`config.mk`:
```
export PLATFORM = sky130hd
export DESIGN_NAME = class_result_tx
export DESIGN_NICKNAME = d
export VERILOG_FILES = /design/src/rtl/class_result_tx_pkg.sv /design/src/rtl/class_result_tx_argmax_step.sv /design/src/rtl/class_result_tx.sv
export SDC_FILE = /design/constraint.sdc
export NUM_CORES = 1
export LEC_CHECK = 0
export BUFFER_PORTS_ARGS = -buffer_cell sky130_fd_sc_hd__buf_2
export CAP_MARGIN = 5
export CORE_ASPECT_RATIO = 1.4
export CORE_MARGIN = 3
export CORE_UTILIZATION = 52
export DETAILED_ROUTE_END_ITERATION = 6
export PLACE_DENSITY = 0.88
export SETUP_SLACK_MARGIN = 0.4
export SLEW_MARGIN = 25
export SYNTH_ARGS = -nofsm -noshare
export SYNTH_HDL_FRONTEND = slang
export SYNTH_SLANG_ARGS = --single-unit
```
`constraint.sdc`:
```
create_clock -name clock -period 3.25 [get_ports clock]
set_input_delay 0.4875 -clock clock [delete_from_list [all_inputs] [get_ports clock]]
set_output_delay 0.4875 -clock clock [all_outputs]
set_load 0.1 [all_outputs]
```
`src/rtl/class_result_tx_pkg.sv`:
```
// Shared definitions for the classification result transmitter.
// Network sizing mirrors network_params.h (NUM_CLASSES, FFN_OUT_BITWIDTH,
// CLASS_IDX_BITWIDTH) so RTL defaults track the network configuration.
package class_result_tx_pkg;

    // Network sizing, kept in lockstep with network_params.h
    localparam int unsigned NET_NUM_CLASSES        = 2;
    localparam int unsigned NET_FFN_OUT_BITWIDTH   = 15;
    localparam int unsigned NET_CLASS_IDX_BITWIDTH = 0;

    // Width of the dropped-edge counter when the overrun option is built in
    localparam int unsigned OVERRUN_W = 8;

    // Controller states
    typedef enum logic [1:0] {
        IDLE = 2'd0,
        SCAN = 2'd1,
        SEND = 2'd2
    } state_t;

endpackage

```
`src/rtl/class_result_tx_argmax_step.sv`:
```
// argmax_step: one signed compare-and-select step of the argmax scan.
// Ports:
//   best, best_idx   - current winner score / index
//   cand, cand_idx   - candidate score / index
//   new_best, new_idx - winner after this step (combinational)
// A candidate only replaces the winner when strictly greater, so ties keep
// the earlier (lower) index.
module argmax_step #(
    parameter int unsigned SCORE_W = 16,
    parameter int unsigned IDX_W   = 1
) (
    input  logic signed [SCORE_W-1:0] best,
    input  logic        [IDX_W-1:0]   best_idx,
    input  logic signed [SCORE_W-1:0] cand,
    input  logic        [IDX_W-1:0]   cand_idx,
    output logic signed [SCORE_W-1:0] new_best,
    output logic        [IDX_W-1:0]   new_idx
);

    logic take_cand;

    assign take_cand = (cand > best);
    assign new_best  = take_cand ? cand     : best;
    assign new_idx   = take_cand ? cand_idx : best_idx;

endmodule

```
`src/rtl/class_result_tx.sv`:
```
// class_result_tx: captures the network output scores on a rising edge of
// product_rdy, scans them one class per cycle for the signed argmax and
// offers the winning class/score on a valid/ready interface.
// Ports:
//   clock, reset     - single clock, synchronous active-high reset
//   product_rdy      - completion level from the matrix-multiply controller
//   scores_in        - NUM_CLASSES packed signed scores, class i at [i*SCORE_W +: SCORE_W]
//   result_valid     - classification offered (registered)
//   result_ready     - downstream acceptance
//   result_class     - argmax index, zero outside SEND
//   result_score     - winning score, zero outside SEND
//   busy             - high in every state except IDLE
//   overrun_count    - saturating count of dropped capture edges
//                      (present only with CLASS_RESULT_OVERRUN_CNT_EN defined)
module class_result_tx
    import class_result_tx_pkg::*;
#(
    parameter int unsigned NUM_CLASSES = NET_NUM_CLASSES,
    parameter int unsigned SCORE_W     = NET_FFN_OUT_BITWIDTH + 1,
    parameter int unsigned CLASS_W     = NET_CLASS_IDX_BITWIDTH + 1
) (
    input  logic                           clock,
    input  logic                           reset,
    input  logic                           product_rdy,
    input  logic [NUM_CLASSES*SCORE_W-1:0] scores_in,
    output logic                           result_valid,
    input  logic                           result_ready,
    output logic [CLASS_W-1:0]             result_class,
    output logic [SCORE_W-1:0]             result_score,
    output logic                           busy
`ifdef CLASS_RESULT_OVERRUN_CNT_EN
    ,
    output logic [OVERRUN_W-1:0]           overrun_count
`endif
);

    state_t                    state_q;
    logic                      prev_rdy_q;
    logic signed [SCORE_W-1:0] scores_q [NUM_CLASSES];
    logic signed [SCORE_W-1:0] best_q;
    logic        [CLASS_W-1:0] best_idx_q;
    logic        [CLASS_W-1:0] idx_q;

    logic                      capture_edge;
    logic                      last_scan;
    logic signed [SCORE_W-1:0] step_best;
    logic        [CLASS_W-1:0] step_idx;

    // Rising edge of the completion level; prev register resets high so a
    // level held through reset is not mistaken for a new result.
    assign capture_edge = product_rdy & ~prev_rdy_q;
    assign last_scan    = (idx_q == CLASS_W'(NUM_CLASSES - 1));

    // Compare the class selected by idx_q against the running winner
    argmax_step #(
        .SCORE_W (SCORE_W),
        .IDX_W   (CLASS_W)
    ) u_step (
        .best     (best_q),
        .best_idx (best_idx_q),
        .cand     (scores_q[idx_q]),
        .cand_idx (idx_q),
        .new_best (step_best),
        .new_idx  (step_idx)
    );

    // Controller FSM with registered outputs
    always_ff @(posedge clock) begin
        if (reset) begin
            state_q      <= IDLE;
            prev_rdy_q   <= 1'b1;
            best_q       <= '0;
            best_idx_q   <= '0;
            idx_q        <= '0;
            result_valid <= 1'b0;
            result_class <= '0;
            result_score <= '0;
            busy         <= 1'b0;
            for (int unsigned i = 0; i < NUM_CLASSES; i++) begin
                scores_q[i] <= '0;
            end
        end else begin
            prev_rdy_q <= product_rdy;
            case (state_q)
                IDLE: begin
                    if (capture_edge) begin
                        for (int unsigned i = 0; i < NUM_CLASSES; i++) begin
                            scores_q[i] <= scores_in[i*SCORE_W +: SCORE_W];
                        end
                        best_q     <= scores_in[SCORE_W-1:0];
                        best_idx_q <= '0;
                        idx_q      <= CLASS_W'(1);
                        busy       <= 1'b1;
                        if (NUM_CLASSES > 1) begin
                            state_q <= SCAN;
                        end else begin
                            // Single class: the winner is known immediately
                            state_q      <= SEND;
                            result_valid <= 1'b1;
                            result_class <= '0;
                            result_score <= scores_in[SCORE_W-1:0];
                        end
                    end
                end
                SCAN: begin
                    best_q     <= step_best;
                    best_idx_q <= step_idx;
                    idx_q      <= idx_q + CLASS_W'(1);
                    if (last_scan) begin
                        state_q      <= SEND;
                        result_valid <= 1'b1;
                        result_class <= step_idx;
                        result_score <= step_best;
                    end
                end
                SEND: begin
                    if (result_ready) begin
                        state_q      <= IDLE;
                        result_valid <= 1'b0;
                        result_class <= '0;
                        result_score <= '0;
                        busy         <= 1'b0;
                    end
                end
                default: begin
                    state_q      <= IDLE;
                    result_valid <= 1'b0;
                    result_class <= '0;
                    result_score <= '0;
                    busy         <= 1'b0;
                end
            endcase
        end
    end

`ifdef CLASS_RESULT_OVERRUN_CNT_EN
    // Count edges that arrive while a result is still in flight
    always_ff @(posedge clock) begin
        if (reset) begin
            overrun_count <= '0;
        end else if (capture_edge && (state_q != IDLE) &&
                     (overrun_count != {OVERRUN_W{1'b1}})) begin
            overrun_count <= overrun_count + OVERRUN_W'(1);
        end
    end
`endif

endmodule

```
==> results.ini, run 1 <==
[status]
status=finished, violations left
violations=design-rule violations

[synthesis]
netlist_area_sq_mm=0.00414
syn_inst=471
ys_top_cells_by_area=edfxtp_1 23%, dfxtp_1 20%, nor4_1 6.5%
synth-edff-count=32
ys_warn_count=0
ys_ff_latch=73
yosys.area.top_type=edfxtp_1
ys_seq_area_frac=0.430
yosys-top-cells-count=43 x nand2_1, 43 x nor4_1, 41 x dfxtp_1
avgSynthCellArea_sq_um=8.80
synth_ff_type=dfxtp_1
synth_nets=523
ys_types=40
synth_async_sr_flop_share=0
synth_top_area_share=0.232

[worst_setup_path]
max_stage_delay_ps=390
arrival_ps=3420
crit_fanout=24
critPathCaptureType=register
r2r_cells=13
path_cells=buf_12, buf_12, mux2i_2, inv_1, ha_1, nand4_1, buf_4, nor4_4, a21boi_4, nor4_4, buf_4, nor4_2, a311oi_2
worstSetupPathType=register to register
cp_slowest_cell=a21boi_4
start_kind=register
r2r_end=best_q[15]$_SDFFE_PP0P_
r2r_slack_ps=70
crit_required_ps=3490

[cts]
holdBufCountCts=0
clk_latency_ps=370
numCtsBuffers=9
clockBufferDepth=2
cts_tree=done
clock-sinks=73
cts-root-buf=clkbuf_8
cts.htree.levels=3
cts.clk_slew.worst_paths_ps=80

[floorplanning]
pin_count=55
core_area_sq_mm=0.00755
fp.dieW_um=81.4
start_util=0.549
die_height_um=112
fp.dieArea_sq_mm=0.00909
rows=37

[global_route]
grt_overflow_total=0
use_met2=0.366
grt_pass1_vias=3688
grt_usage=0.241
grt_pass1_wl_mm=17.2
grt.met1_usage=0.314
antenna_found_initial=0
top_usage_layer=met2
grt_max_degree=65
met3_usage=0.0550

[sta]
whs_ps=348
drv_slew=0
fin_tns_setup_ps=0
rsz0062_at_grt=yes
worst_pin_slew_ps=882
fin_crit_sh=0.979
maxSlewHeadroom=0.412
fmax_mhz=314
skew_ps=7.60
setup_viol=0
hold_violations=0
fin_crit_ps=3180

[placement]
dp_hpwl_mm=7.00
gp_congestion=0.929
portBuffers=54

[min_path]
holdPathEnd=prev_rdy_q$_SDFF_PP1_
hp-start=product_rdy
worstHoldPathType=primary input to register
whs_path_depth=2

[drt]
routed_wl_mm=13.2
drtPass1Iterations=7
avgViaCountPerCell=6.61
wl_per_cell_um=20.4
drt_iter0_drc=664
drc=1
postRouteAntennaNets=0
dr_total_vias=4261

[job]
max_cap_violations=0

[layout]
final_nets=595
fillers=514
area_growth_pct=27.7
drive_gt1_frac=0.316
antenna_cells_inserted=0

[pwr]
irDropWorstVdd_uv=318
power_mw=2.49
p_leak_nw=2.04
power_density_mw_per_mm2=469

==> cell type report <==
type	count	area [sq um]	share of cell area
Inverter	31	116	0.0220
Tap cell	97	121	0.0229
Timing Repair Buffer	99	686	0.130
Multi-Input combinational cell	329	2420	0.456
Clock inverter	6	33.8	0.00638
Sequential cell	73	1780	0.337
Clock buffer	10	138	0.0260
==> worst max-delay path, delay by kind of cell (launching register included) <==
| kind | cells | cell delay [ps] |
|---|---|---|
| adder cells (fa/ha/maj) | 1 | 320 |
| buffers and inverters | 5 | 820 |
| multiplexers | 1 | 240 |
| flip-flops | 1 | 370 |
| AND/OR/NAND/NOR | 4 | 820 |
| AO/OA/AOI/OAI | 2 | 470 |
==> metrics by stage <==
stage	cell area (sq um)	instances	setup WS, ps	utilization
2_1_floorplan	4160	471	409	-
4_1_cts	4860	629	402	0.644
3_5_place_dp	4590	608	1.86	0.608
5_1_grt	5290	645	-73.4	0.702
6_report	5290	645	67.0	0.702
3_3_place_gp	4590	608	216	0.608
==> cells by family (layout without fill, tap and decap cells) <==
| group | Yosys count | count (layout) | share of synthesized area |
|---|---|---|---|
| fa+ha+maj | 16 | 16 | 0.0483 |
| flops | 73 | 73 | 0.430 |
| simple gates | 220 | 220 | 0.283 |
| mux | 17 | 17 | 0.0411 |
| compound gates | 75 | 76 | 0.130 |
| buf+inv | 70 | 146 | 0.0673 |
==> registers in the layout, summed over array words and instances, names as in the netlist, named ones only <==
register      flops
best_idx_q        1
best_q           16
busy              1
idx_q             1
prev_rdy_q        1
result_class      1
result_score     16
result_valid      1
scores_q         32
state_q           2
==> placed cells by master, fill, tap and decap left out, drive strengths merged <==
cell      count
or4b          1
nand3b        1
a311oi       12
and2         33
nand4         3
o311ai        2
o21a          1
nor4b         1
clkinv        5
or3          20
or4           1
inv          31
a21oi        12
dfxtp        41
clkinvlp      1
nor2b         2
nor4         44
or2           1
nand3        35
mux2i        17
ha           16
a21o          2
nand2        44
edfxtp       32
buf          98
nand2b        2
nor2         26
o311a         2
nor3          6
o21ai        28
o211ai        5
a21boi        1
a31o         11
clkbuf       11
==> how the worst max path moves through the flow <==
stage               startpoint                      end  cells after the start
detailed placement    register   best_q[9]$_SDFFE_PP0P_                     11
global route          register  best_q[15]$_SDFFE_PP0P_                     13
floorplan             register  best_q[10]$_SDFFE_PP0P_                     12
finish                register  best_q[15]$_SDFFE_PP0P_                     13
CTS                   register  best_q[13]$_SDFFE_PP0P_                     11
global placement      register   best_q[7]$_SDFFE_PP0P_                     11
==> power by group <==
| group | switching (mW) | internal [mW] | total, mW |
|---|---|---|---|
| clock | 0.345 | 0.291 | 0.636 |
| combinational | 0.496 | 0.308 | 0.805 |
| sequential | 0.0374 | 1.01 | 1.04 |
==> metal layers <==
metal / vias up / routed length [um] / share of wire
li1: 1855 / - / -
met1: 1925 / 4940 / 0.37
met2: 385 / 6100 / 0.46
met3: 96 / 1330 / 0.10
met4: 0 / 813 / 0.062
met5: - / 0 / 0
==> repair_timing <==
action / in CTS / in global routing
resized for setup: 11 / 62
pin swaps: 4 / 11
endpoints found under the setup margin: 34 / 34
cloned: 0 / 2
buffers inserted: 5 / 14
Note: power is estimated with default switching activity, not from simulation.
==> inputs of run 2 (changes only) <==
Settings changed: BUFFER_PORTS_ARGS -buffer_cell sky130_fd_sc_hd__buf_2 to -buffer_cell sky130_fd_sc_hd__buf_4, CORE_UTILIZATION 52 to 54, CTS_BUF_LIST from default to sky130_fd_sc_hd__clkbuf_4, PLACE_DENSITY 0.88 to 0.9.
==> results.ini, run 2 (synthesized netlist as in run 1, its figures left out) <==
[layout]
design_area_sq_mm=0.00570  ; was 0.00529 sq mm
final_nets=599  ; was 595
top_regs=scores_q x32, best_q x16, result_score x16  ; unchanged
layout_common_cells=86 x buf_4, 42 x nand2_1, 40 x dfxtp_1  ; was 54 x buf_2, 42 x nand2_1, 40 x dfxtp_1
regMostFlops=scores_q  ; unchanged
mostFrequentLayoutCell=buf_4  ; was buf_2
largest_reg_flops=32  ; unchanged
finalNonFillerCells=649  ; was 645
drive_gt1_frac=0.337  ; was 0.316
antenna_cells_inserted=0  ; unchanged
area_growth_pct=37.5  ; was 27.7%

[global_route]
grt_pass1_wl_mm=20.2  ; was 17.2 mm
grt_overflow_total=0  ; unchanged
grt_usage=0.302  ; was 0.241
grt_pass1_vias=3955  ; was 3688
grt_max_degree=65  ; unchanged
antenna_found_initial=0  ; unchanged

[placement]
placed_cells=599  ; was 608
dp_hpwl_mm=6.73  ; was 7.00 mm
dpl_cell_area_sq_mm=0.00467  ; was 0.00459 sq mm
gp_congestion=0.913  ; was 0.929
portBuffers=54  ; unchanged

[worst_setup_path]
r2r_cells=12  ; was 13
r2r_end=best_q[15]$_SDFFE_PP0P_  ; unchanged
r2r_slack_ps=120  ; was 70 ps
crit_fanout=16  ; was 24
path_delay_family=compound AO/OA/AOI/OAI gates  ; was buffers and inverters
cp_slowest_cell=o311ai_4  ; was a21boi_4
crit_required_ps=3600  ; was 3490 ps
start_kind=register  ; unchanged
worstSetupPathType=register to register  ; unchanged
max_stage_delay_ps=490  ; was 390 ps
arrival_ps=3480  ; was 3420 ps
critPathCaptureType=register  ; unchanged
path_cells=buf_16, buf_4, mux2i_4, inv_1, ha_1, nor2b_1, o21ai_2, a21boi_4, buf_4, o311ai_4, nand2_8, a311oi_2  ; was buf_12, buf_12, mux2i_2, inv_1, ha_1, nand4_1, buf_4, nor4_4, a21boi_4, nor4_4, buf_4, nor4_2, a311oi_2
crit_top_cell=buf_4
path_buf_inv=4  ; was 5

[pwr]
power_density_mw_per_mm2=455  ; was 469 mW/mm^2
p_leak_nw=2.13  ; was 2.04 nW
p_seq_frac=0.408  ; was 0.420
power.switching_mw=0.953  ; was 0.879 mW
power_frac_clock=0.222  ; was 0.256
p_sw_frac=0.368  ; was 0.354
irDropWorstVdd_uv=333  ; was 318 uV
power_mw=2.59  ; was 2.49 mW
comb_power_share=0.370  ; was 0.324
internal_power_mw=1.64  ; was 1.61 mW

[floorplanning]
rows=37  ; unchanged
fp.dieW_um=80.0  ; was 81.4 um
pin_count=55  ; unchanged
core_area_sq_mm=0.00741  ; was 0.00755 sq mm
start_util=0.559  ; was 0.549
die_height_um=110  ; was 112 um
fp.dieArea_sq_mm=0.00878  ; was 0.00909 sq mm

[drt]
drc=0  ; was 1
routed_wl_mm=14.9  ; was 13.2 mm
avgViaCountPerCell=6.97  ; was 6.61
drtPass1Iterations=6  ; was 7
wl_per_cell_um=22.9  ; was 20.4 um
dr_total_vias=4521  ; was 4261
postRouteAntennaNets=0  ; unchanged
drt_iter0_drc=877  ; was 664

[min_path]
hp-start=product_rdy  ; unchanged
holdPathEnd=prev_rdy_q$_SDFF_PP1_  ; unchanged
worstHoldPathType=primary input to register  ; unchanged
whs_path_depth=2  ; unchanged

[sta]
maxSlewHeadroom=0.395  ; was 0.412
skew_ps=21.0  ; was 7.60 ps
fin_crit_sh=0.963  ; was 0.979
hold_violations=0  ; unchanged
rsz0062_at_grt=yes  ; unchanged
fmax_mhz=319  ; was 314 MHz
fin_tns_setup_ps=0  ; unchanged
setup_viol=0  ; unchanged
drv_slew=0  ; unchanged
worst_pin_slew_ps=906  ; was 882 ps
fin_crit_ps=3130  ; was 3180 ps

[cts]
holdBufCountCts=0  ; unchanged
cts-root-buf=clkbuf_4  ; was clkbuf_8
clockBufferDepth=2  ; unchanged
clk_latency_ps=450  ; was 370 ps
clock-sinks=73  ; unchanged
cts_tree=done  ; unchanged
numCtsBuffers=9  ; unchanged
cts.clk_slew.worst_paths_ps=110  ; was 80 ps
cts.htree.levels=3  ; unchanged

[job]
max_cap_violations=0  ; unchanged

[status]
status=complete, no violations  ; was finished, violations left

-- run 2: changes by cell type in the layout (fill, tap and decap cells not counted), sizes merged --
| cell | delta |
|---|---|
| buf | +5 |
| bufinv | +1 |
| clkinv | -1 |
| clkinvlp | -1 |
-- run 2: worst reg2reg max path, delay by kind of cell, from the launching register on --
family | cells | cell delay, ps
compound gates | 4 | 1070
fa+ha+maj | 1 | 310
buf+inv | 4 | 580
flops | 1 | 430
mux | 1 | 280
simple gates | 2 | 370
-- run 2: area by class of cell --
| type | count | area (sq um) |
|---|---|---|
| multi-input cells | 329 | 2620 |
| clock buffers | 11 | 82.6 |
| clock inverters | 5 | 46.3 |
| well taps | 97 | 121 |
| flip-flops and latches | 73 | 1790 |
| fillers | 430 | 1710 |
| repair buffers | 103 | 923 |
| inverters | 31 | 116 |
-- run 2: how the worst max path moves through the flow --
stage	slack (ps)	from	depth (start not counted)	endpoint
detailed placement	30	register	11	best_q[1]$_SDFFE_PP0P_
CTS	400	register	12	result_class$_SDFFE_PP0P_
global placement	100	register	11	best_q[3]$_SDFFE_PP0P_
floorplan	410	register	12	best_q[10]$_SDFFE_PP0P_
global route	80	register	12	best_q[9]$_SDFFE_PP0P_
finish	120	register	12	best_q[15]$_SDFFE_PP0P_
-- run 2: stage by stage --
step                      setup WS (ps)   util  hold slack [ps]
after global placement              100  0.630              454
final                               120  0.769              256
after CTS                           403  0.730              234
after detailed placement           32.8  0.630              457
after floorplan                     409      -              438
after global routing               76.4  0.769              239
-- run 2: timing repair --
item	4_1_cts	5_1_grt
gates resized for setup	64	41
setup endpoints to repair	34	34
setup buffers	17	10
pin swaps	8	21
gates cloned	6	0
-- run 2: power groups by stage --
| stage | Sequential, mW | Clock, mW | Combinational, mW |
|---|---|---|---|
| floorplan | 1.09 | 0 | 0.335 |
| global placement | 1.05 | 0 | 0.515 |
| detailed placement | 1.05 | 0 | 0.530 |
| CTS | 1.05 | 0.564 | 0.769 |
| global route | 1.06 | 0.622 | 0.981 |
| finish | 1.06 | 0.575 | 0.958 |
-- run 2: per-layer routing --
metal  track usage  routed length, um
met5             0                  0
met1         0.376               5280
met4         0.178                832
met3        0.0648               1700
met2         0.481               7040
